File: src/rtl/bmu_pipe.sv
// Pipelined bit-manipulation unit (logic, shift, rotate, count, sext, min/max) with a saturating error counter.
// Latency: LATENCY cycles from accept to valid_out. Rotates exist only with BMU_ROTATE_EN defined.
// Backpressure: the whole pipe freezes while valid_out && !ready_in, and ready_out drops in that same cycle.
module bmu_pipe #(
    parameter int XLEN    = 32,
    parameter int LATENCY = 2,
    parameter int ERRW    = 16
) (
    input  logic            clk,
    input  logic            rst_l,
    input  logic            valid_in,
    output logic            ready_out,
    input  logic [3:0]      op,
    input  logic            csr_ren_in,
    input  logic [XLEN-1:0] csr_rddata_in,
    input  logic [XLEN-1:0] a_in,
    input  logic [XLEN-1:0] b_in,
    output logic            valid_out,
    input  logic            ready_in,
    output logic [XLEN-1:0] result_ff,
    output logic            error,
    output logic [ERRW-1:0] err_count
);

    localparam int SHW = $clog2(XLEN);
    localparam int CW  = SHW + 1;

    localparam logic [3:0] OP_AND  = 4'd0;
    localparam logic [3:0] OP_OR   = 4'd1;
    localparam logic [3:0] OP_XOR  = 4'd2;
    localparam logic [3:0] OP_ANDN = 4'd3;
    localparam logic [3:0] OP_SLL  = 4'd4;
    localparam logic [3:0] OP_SRL  = 4'd5;
    localparam logic [3:0] OP_SRA  = 4'd6;
    localparam logic [3:0] OP_ROL  = 4'd7;
    localparam logic [3:0] OP_ROR  = 4'd8;
    localparam logic [3:0] OP_CLZ  = 4'd9;
    localparam logic [3:0] OP_CTZ  = 4'd10;
    localparam logic [3:0] OP_CPOP = 4'd11;
    localparam logic [3:0] OP_SEXT = 4'd12;
    localparam logic [3:0] OP_MIN  = 4'd13;
    localparam logic [3:0] OP_MAX  = 4'd14;

    typedef struct packed {
        logic            vld;
        logic            err;
        logic [XLEN-1:0] dat;
    } stage_t;

    logic [SHW-1:0]  shamt;
    logic [CW-1:0]   clz_cnt;
    logic [CW-1:0]   ctz_cnt;
    logic [CW-1:0]   cpop_cnt;
    logic [XLEN-1:0] res_c;
    logic            err_c;
    logic            stall;
    logic            deliver;
    stage_t          stg [LATENCY];

    assign shamt = b_in[SHW-1:0];

`ifdef BMU_ROTATE_EN
    localparam logic [SHW:0] XLEN_W = (SHW+1)'(XLEN);
    logic [SHW:0]    rsh;
    logic [XLEN-1:0] rol_c;
    logic [XLEN-1:0] ror_c;

    // A zero amount makes the complementary shift equal XLEN, which yields 0.
    assign rsh   = XLEN_W - {1'b0, shamt};
    assign rol_c = (a_in << shamt) | (a_in >> rsh);
    assign ror_c = (a_in >> shamt) | (a_in << rsh);
`endif

    always_comb begin
        clz_cnt  = CW'(XLEN);
        ctz_cnt  = CW'(XLEN);
        cpop_cnt = '0;
        for (int i = 0; i < XLEN; i++) begin
            if (a_in[i]) clz_cnt = CW'(XLEN - 1 - i);
            cpop_cnt = cpop_cnt + CW'(a_in[i]);
        end
        for (int i = XLEN - 1; i >= 0; i--) begin
            if (a_in[i]) ctz_cnt = CW'(i);
        end
    end

    always_comb begin
        res_c = '0;
        err_c = 1'b0;
        if (csr_ren_in) begin
            res_c = csr_rddata_in;
        end else begin
            case (op)
                OP_AND:  res_c = a_in & b_in;
                OP_OR:   res_c = a_in | b_in;
                OP_XOR:  res_c = a_in ^ b_in;
                OP_ANDN: res_c = a_in & ~b_in;
                OP_SLL:  res_c = a_in << shamt;
                OP_SRL:  res_c = a_in >> shamt;
                OP_SRA:  res_c = $unsigned($signed(a_in) >>> shamt);
`ifdef BMU_ROTATE_EN
                OP_ROL:  res_c = rol_c;
                OP_ROR:  res_c = ror_c;
`endif
                OP_CLZ:  res_c = XLEN'(clz_cnt);
                OP_CTZ:  res_c = XLEN'(ctz_cnt);
                OP_CPOP: res_c = XLEN'(cpop_cnt);
                OP_SEXT: res_c = {{(XLEN-8){a_in[7]}}, a_in[7:0]};
                OP_MIN:  res_c = ($signed(a_in) < $signed(b_in)) ? a_in : b_in;
                OP_MAX:  res_c = ($signed(a_in) < $signed(b_in)) ? b_in : a_in;
                default: err_c = 1'b1;
            endcase
        end
    end

    assign valid_out = stg[LATENCY-1].vld;
    assign result_ff = stg[LATENCY-1].dat;
    assign error     = stg[LATENCY-1].err;
    assign stall     = valid_out && !ready_in;
    assign ready_out = !stall;
    assign deliver   = valid_out && ready_in;

    // Bubbles carry zero data so an idle output reads back as zero.
    always_ff @(posedge clk or negedge rst_l) begin
        if (!rst_l) begin
            for (int i = 0; i < LATENCY; i++) stg[i] <= '0;
        end else if (!stall) begin
            stg[0] <= valid_in ? stage_t'{1'b1, err_c, res_c} : '0;
            for (int i = 1; i < LATENCY; i++) stg[i] <= stg[i-1];
        end
    end

    always_ff @(posedge clk or negedge rst_l) begin
        if (!rst_l) begin
            err_count <= '0;
        end else if (deliver && error && (err_count != '1)) begin
            err_count <= err_count + 1'b1;
        end
    end

endmodule
File: config.mk
export PLATFORM = sky130hd
export DESIGN_NAME = bmu_pipe
export DESIGN_NICKNAME = d
export VERILOG_FILES = /design/src/rtl/bmu_pipe.sv
export SDC_FILE = /design/constraint.sdc
export NUM_CORES = 1
export LEC_CHECK = 0
export ABC_AREA = 1
export CAP_MARGIN = 20
export CORE_MARGIN = 2
export CORE_UTILIZATION = 50
export CTS_CLUSTER_DIAMETER = 60
export DETAILED_ROUTE_END_ITERATION = 16
export DONT_BUFFER_PORTS = 1
export REMOVE_ABC_BUFFERS = 1
export SLEW_MARGIN = 30
export SYNTH_ARGS = -nofsm -noshare
export SYNTH_HDL_FRONTEND = slang
export SYNTH_SLANG_ARGS = --single-unit
File: constraint.sdc
create_clock -name clk -period 4.1 [get_ports clk]
set_input_delay 0.82 -clock clk [delete_from_list [all_inputs] [get_ports clk]]
set_output_delay 0.82 -clock clk [all_outputs]
set_load 0.005 [all_outputs]
# == Yosys cells after proc, flatten, opt, wreduce, memory -nomap -nowiden ==
# Cells that the tools add are included.
# word_totals
regBits,84
inputBits,105
wordCells,140
# op_classes
n_addsub,32
order_cmp,1
eq_ne,13
shift,3
muxes,71
bitwise_logic,5
reduce_logical,8
# ops
operator,n
one-hot mux 32 bit (13 select lines),1
2-to-1 mux 6 bit,64
adder 6 x 1 -> 6 bit,26
2-to-1 mux 32 bit,3
AND 32 bit,2
2-to-1 mux 34 bit,1
< comparator 32 bit,1
NOT 32 bit,1
bitwise OR 32 bit,1
<< shifter 32 x 5 -> 32 bit,1
right shift 32 x 5 -> 32 bit,1
>>> shifter 32 x 5 -> 32 bit,1
bitwise XOR 32 bit,1
== test 4 bit (second input constant),6
adder 16 x 1 -> 16 bit (second input constant),1
!= test 16 bit (second input constant),1
OR reduction 13 bit,1
== test 4 x 3 -> 1 bit (second input constant),3
== test 4 x 2 -> 1 bit (second input constant),2
adder 5 x 1 -> 6 bit,1
adder 4 x 1 -> 5 bit,1
adder 3 x 1 -> 4 bit,1
== test 4 x 1 -> 1 bit (second input constant),1
logical AND 1 bit,4
other kinds (5),7

# == Logic depth before layout (Yosys ltp) ==
# logic_depth
word_depth,35
depth_mapped,36
ltp_nobuf,36

# == Least setup slack after synthesis ==
# Ideal clock, no wire load.
# synth_path
kind,input to register
from,input port a_in[7]
to,register stg[36] (netlist name)
setup_time_ns,0.128
arrival_ns,5.757
required_time_ns,3.972
path_slack_ns,-1.785
stages,21
n_path_buf,0
path_cell_list,bufinv_8 > fa_1 > fa_1 > fa_1 > fa_1 > fa_1 > fa_1 > inv_1 > ha_1 > fa_1 > or2_2 > nand3_1 > o21ai_0 > a21oi_1 > o21ai_0 > a211oi_1 > o221ai_1 > a21oi_1 > nand3_1 > mux2i_1 > o21ai_1
# synth_via
elab_chain_len,28
word_cells_on_any_way,67
cone_classes,add/sub (25); order compare (1); shift (3); mux (38)
# synth_lines
element,line,rtl
start: declaration,16,"input logic [XLEN-1:0] a_in,"
adder 6 x 1 -> 6 bit or 2-to-1 mux 6 bit (tied branches) (25 in series),"80, 79",
one-hot mux 32 bit (13 select lines) (*),93,case (op)
2-to-1 mux 32 bit (*),90,if (csr_ren_in) begin
2-to-1 mux 34 bit (*),128,"stg[0] <= valid_in ? stage_t'{1'b1, err_c, res_c} : '0;"
end: declaration,58,stage_t stg [LATENCY];
# Every way passes the cells marked *; elsewhere a longest branch is shown, timed or not.
# A chain may end at the register's enable or synchronous reset.

# == Final worst setup path ==
# layout_path
from,input port a_in[17]
to,register stg[38] (netlist name)
# layout_via
elab_chain_len,21
word_cells_on_any_way,57
cone_classes,add/sub (15); order compare (1); shift (3); mux (38)
# layout_lines
element,line
branches (longest 18 deep; another with adder 6 x 1 -> 6 bit),--
one-hot mux 32 bit (13 select lines) (*),93
2-to-1 mux 32 bit (*),90
2-to-1 mux 34 bit (*),128
# Mark *: on every way between the ends.

==> metrics.cfg <==
[floorplan]
io_pins = 156
die_h_um = 158
placement_rows = 56
dieWidth_um = 158
die-area_um2 = 24900
initial_utilization_pct = 50.6
core_area_um2 = 23300

[drt]
top_layer = met5
wirelength_um = 53100
wl_met1_um = 21100
drtAntennaViolNets = 0
dr.pass1.iters = 8
drc = 0
met3_length_um = 7460
num_vias = 13600
viasPerCell = 6.26
drt-initial-drc-count = 2197
route.met2.wl_um = 21800
wl_per_cell_um = 24.4

[yosys]
synth_edf_count = 0
synth_compound_area_share_pct = 26.9
ys_ff_latch = 84
synthSimpleGateAreaFrac_pct = 25.8
synthesis.area_um2 = 11800
syn_inst = 1899
yosysWarningCount = 0
synth_flop_cell = dfrtp_1
synth-async-reset-ratio_pct = 100
synthAdderAreaFrac_pct = 12.0
ys_types = 56
synth_xor_area_share_pct = 1.71
syn_avg_cell_area_um2 = 6.22
synth-seq-area-share_pct = 17.8
muxShareOfSynthArea_pct = 2.54
synth_top_family_by_area = compound AO/OA/AOI/OAI gates

[timing]
period_needed_ns = 5.66
finClkSkew_ns = 0.00748
worst_slew_pin_slew_ns = 0.956
max_freq_mhz = 177
grt_setup_unrepaired = yes
slew_headroom_pct = 35.7
hold_viol = 0
setup_ws_ns = -1.56
fin_crit_sh_pct = 138
drv_slew = 0
setup_violations = 6

[final_layout]
fin_area_um2 = 12500
final_layout_size_suffix_gt1_share_pct = 9.89
layout.cells.non_filler = 2173
final_common_cell = nand2_1
final_cell_mix = 549 x nand2_1, 149 x inv_1, 130 x a21oi_1
area_growth_pct = 6.28
nets = 2050
utilization_pct = 53.8

[hold_path]
hp-class = in2async

[placement]
globalplace.congestion = 1.10
place_area_um2 = 12100
port-buffer-count = 0
hpwl_um = 41700
dp_cells = 2154

[power_and_ir_drop]
switching_share_pct = 42.3
total_leakage_power_nw = 6.14
combPwrFrac_pct = 54.5
switching_power_mw = 1.74
clkPwrFrac_pct = 21.1
seq_power_share_pct = 24.4
ir_drop_mv = 0.366
pwr_density_cell_nw_per_um2 = 327
intPower_mw = 2.37

[cts]
cts_sinks = 84
clk_path_buf_depth = 2
hold_buffers = 0
path_clk_slew_ns = 0.06
numCtsBuffers = 9
h-tree-depth = 3
clkLatencyLatePin_ns = 0.33
tritoncts = yes
root_buffer = clkbuf_16

[grt]
antenna_found_initial = 3
grt_use_total_pct = 42.1
grt_max_degree = 85
grt_pass1_wl_um = 76800
overflow = 0
grt_pass1_vias = 12200

[run_status]
status = finished with violations
violations = setup timing

[worst_setup_path]
cp_max_fo = 9
cp-start-kind = primary input
required_ns = 4.31
end_kind = register
worstPathArrival_ns = 5.87
crit_type = in2reg
worstRegToRegCells = 14

[job]
drv_cap = 0

[stage by stage]
stage / power, mW / hold WS [ns] / TNS (ns) / setup WS (ns)
floorplan: 2.32 / 0.420 / -38.37 / -1.83
global placement: 2.94 / 0.432 / -9.90 / -2.04
detailed placement: 2.97 / 0.451 / -10.41 / -2.11
CTS: 4.03 / 0.169 / -7.63 / -1.54
global route: 4.39 / 0.164 / -9.14 / -1.75
finish: 4.10 / 0.182 / -7.74 / -1.56
[registers in the layout, summed over array words and instances (netlist names)]
name / cells
stg: 34
result_ff: 32
err_count: 16
error: 1
valid_out: 1
[worst paths after layout]
kind | from | to | slack [ns]
setup reg to reg | err_count[0] | err_count[15] | 1.52
hold reg to reg | stg[45] | result_ff[11] | 0.47
hold / removal | rst_l | result_ff[6] | 0.18
setup / recovery | a_in[17] | stg[38] | -1.56
max in group asynchronous | rst_l | stg[57] | 3.76
min in group clk | stg[45] | result_ff[11] | 0.47
[power groups by stage]
stage	registers, mW	clock network [mW]	logic (mW)
after floorplan	0.995	0	1.33
after global placement	1.01	0	1.92
after detailed placement	1.02	0	1.96
after CTS	1.00	0.882	2.15
after global routing	1.01	0.927	2.45
final	1.00	0.864	2.24
[metal layers]
layer,vias up,GRT usage (%)
met3,150,14.5
met5,-,0
met1,6287,56.2
met4,4,18.3
li1,6244,-
met2,925,61.2
[cells by family (layout without fill, tap and decap cells)]
| group | Yosys count | count (layout) |
|---|---|---|
| simple gates | 767 | 767 |
| compound gates | 536 | 536 |
| buf+inv | 360 | 312 |
| fa+ha+maj | 99 | 99 |
| flops | 84 | 84 |
| mux | 30 | 30 |
| xor+xnor | 23 | 23 |
| other cells | 0 | 3 |
[critical path, cell delays in order]
cell	delay [ns]
fa_1	0.54
inv_2	0.05
fa_1	0.49
inv_1	0.05
fa_1	0.50
inv_2	0.05
fa_1	0.51
fa_1	0.43
fa_1	0.51
inv_2	0.05
ha_4	0.15
fa_2	0.37
a21oi_1	0.17
o21ai_1	0.09
xnor2_1	0.17
nor3_1	0.06
a211oi_1	0.20
nand3_1	0.13
a221oi_2	0.21
nand3_1	0.12
mux2i_1	0.14
o21ai_1	0.07
[synthesized netlist by cell type (2+ instances only)]
cell	count	share of area (%)
a2111oi_0	9	0.67
a311oi_1	4	0.30
clkinv_4	2	0.15
a221oi_1	12	0.89
buf_1	14	0.45
o2111ai_1	10	0.74
xor2_1	19	1.4
a31oi_1	10	0.53
o21ai_0	102	4.3
o211ai_1	65	4.1
nand3_1	63	2.7
buf_2	25	1.1
buf_4	36	2.3
o22ai_1	22	1.2
mux2i_1	30	2.5
ha_1	75	8.0
clkinv_1	2	0.064
inv_1	152	4.8
o311ai_1	4	0.30
nand4_1	8	0.42
xnor2_1	4	0.30
a32o_1	3	0.25
nand2_1	549	17
nor4_1	7	0.37
nor2_1	115	3.7
fa_1	24	4.1
dfrtp_1	84	18
nor3b_1	2	0.13
nor2_2	4	0.21
inv_2	61	1.9
nor3_1	14	0.59
o31ai_1	9	0.57
o221ai_1	8	0.59
o21ai_1	120	5.1
a21oi_1	131	5.6
clkbuf_1	63	2.0
a211oi_1	14	0.89
o21bai_1	3	0.19
a22o_1	2	0.15
or2_2	2	0.11
[cell type report]
type / instances / area (um^2)
repair buffers: 75 / 613
diodes: 3 / 7.51
clock inverters: 6 / 93.8
fillers: 2425 / 10800
well taps: 319 / 399
flip-flops and latches: 84 / 2100
clock buffers: 10 / 229
inverters: 221 / 862
multi-input cells: 1455 / 8240
[what timing repair did]
action,in CTS,in global routing
pin swaps,16,1
hold endpoints to repair,0,0
setup endpoints to repair,6,6
setup buffers,0,0
gates resized for setup,18,2
Power figures use the tool's default switching activity.
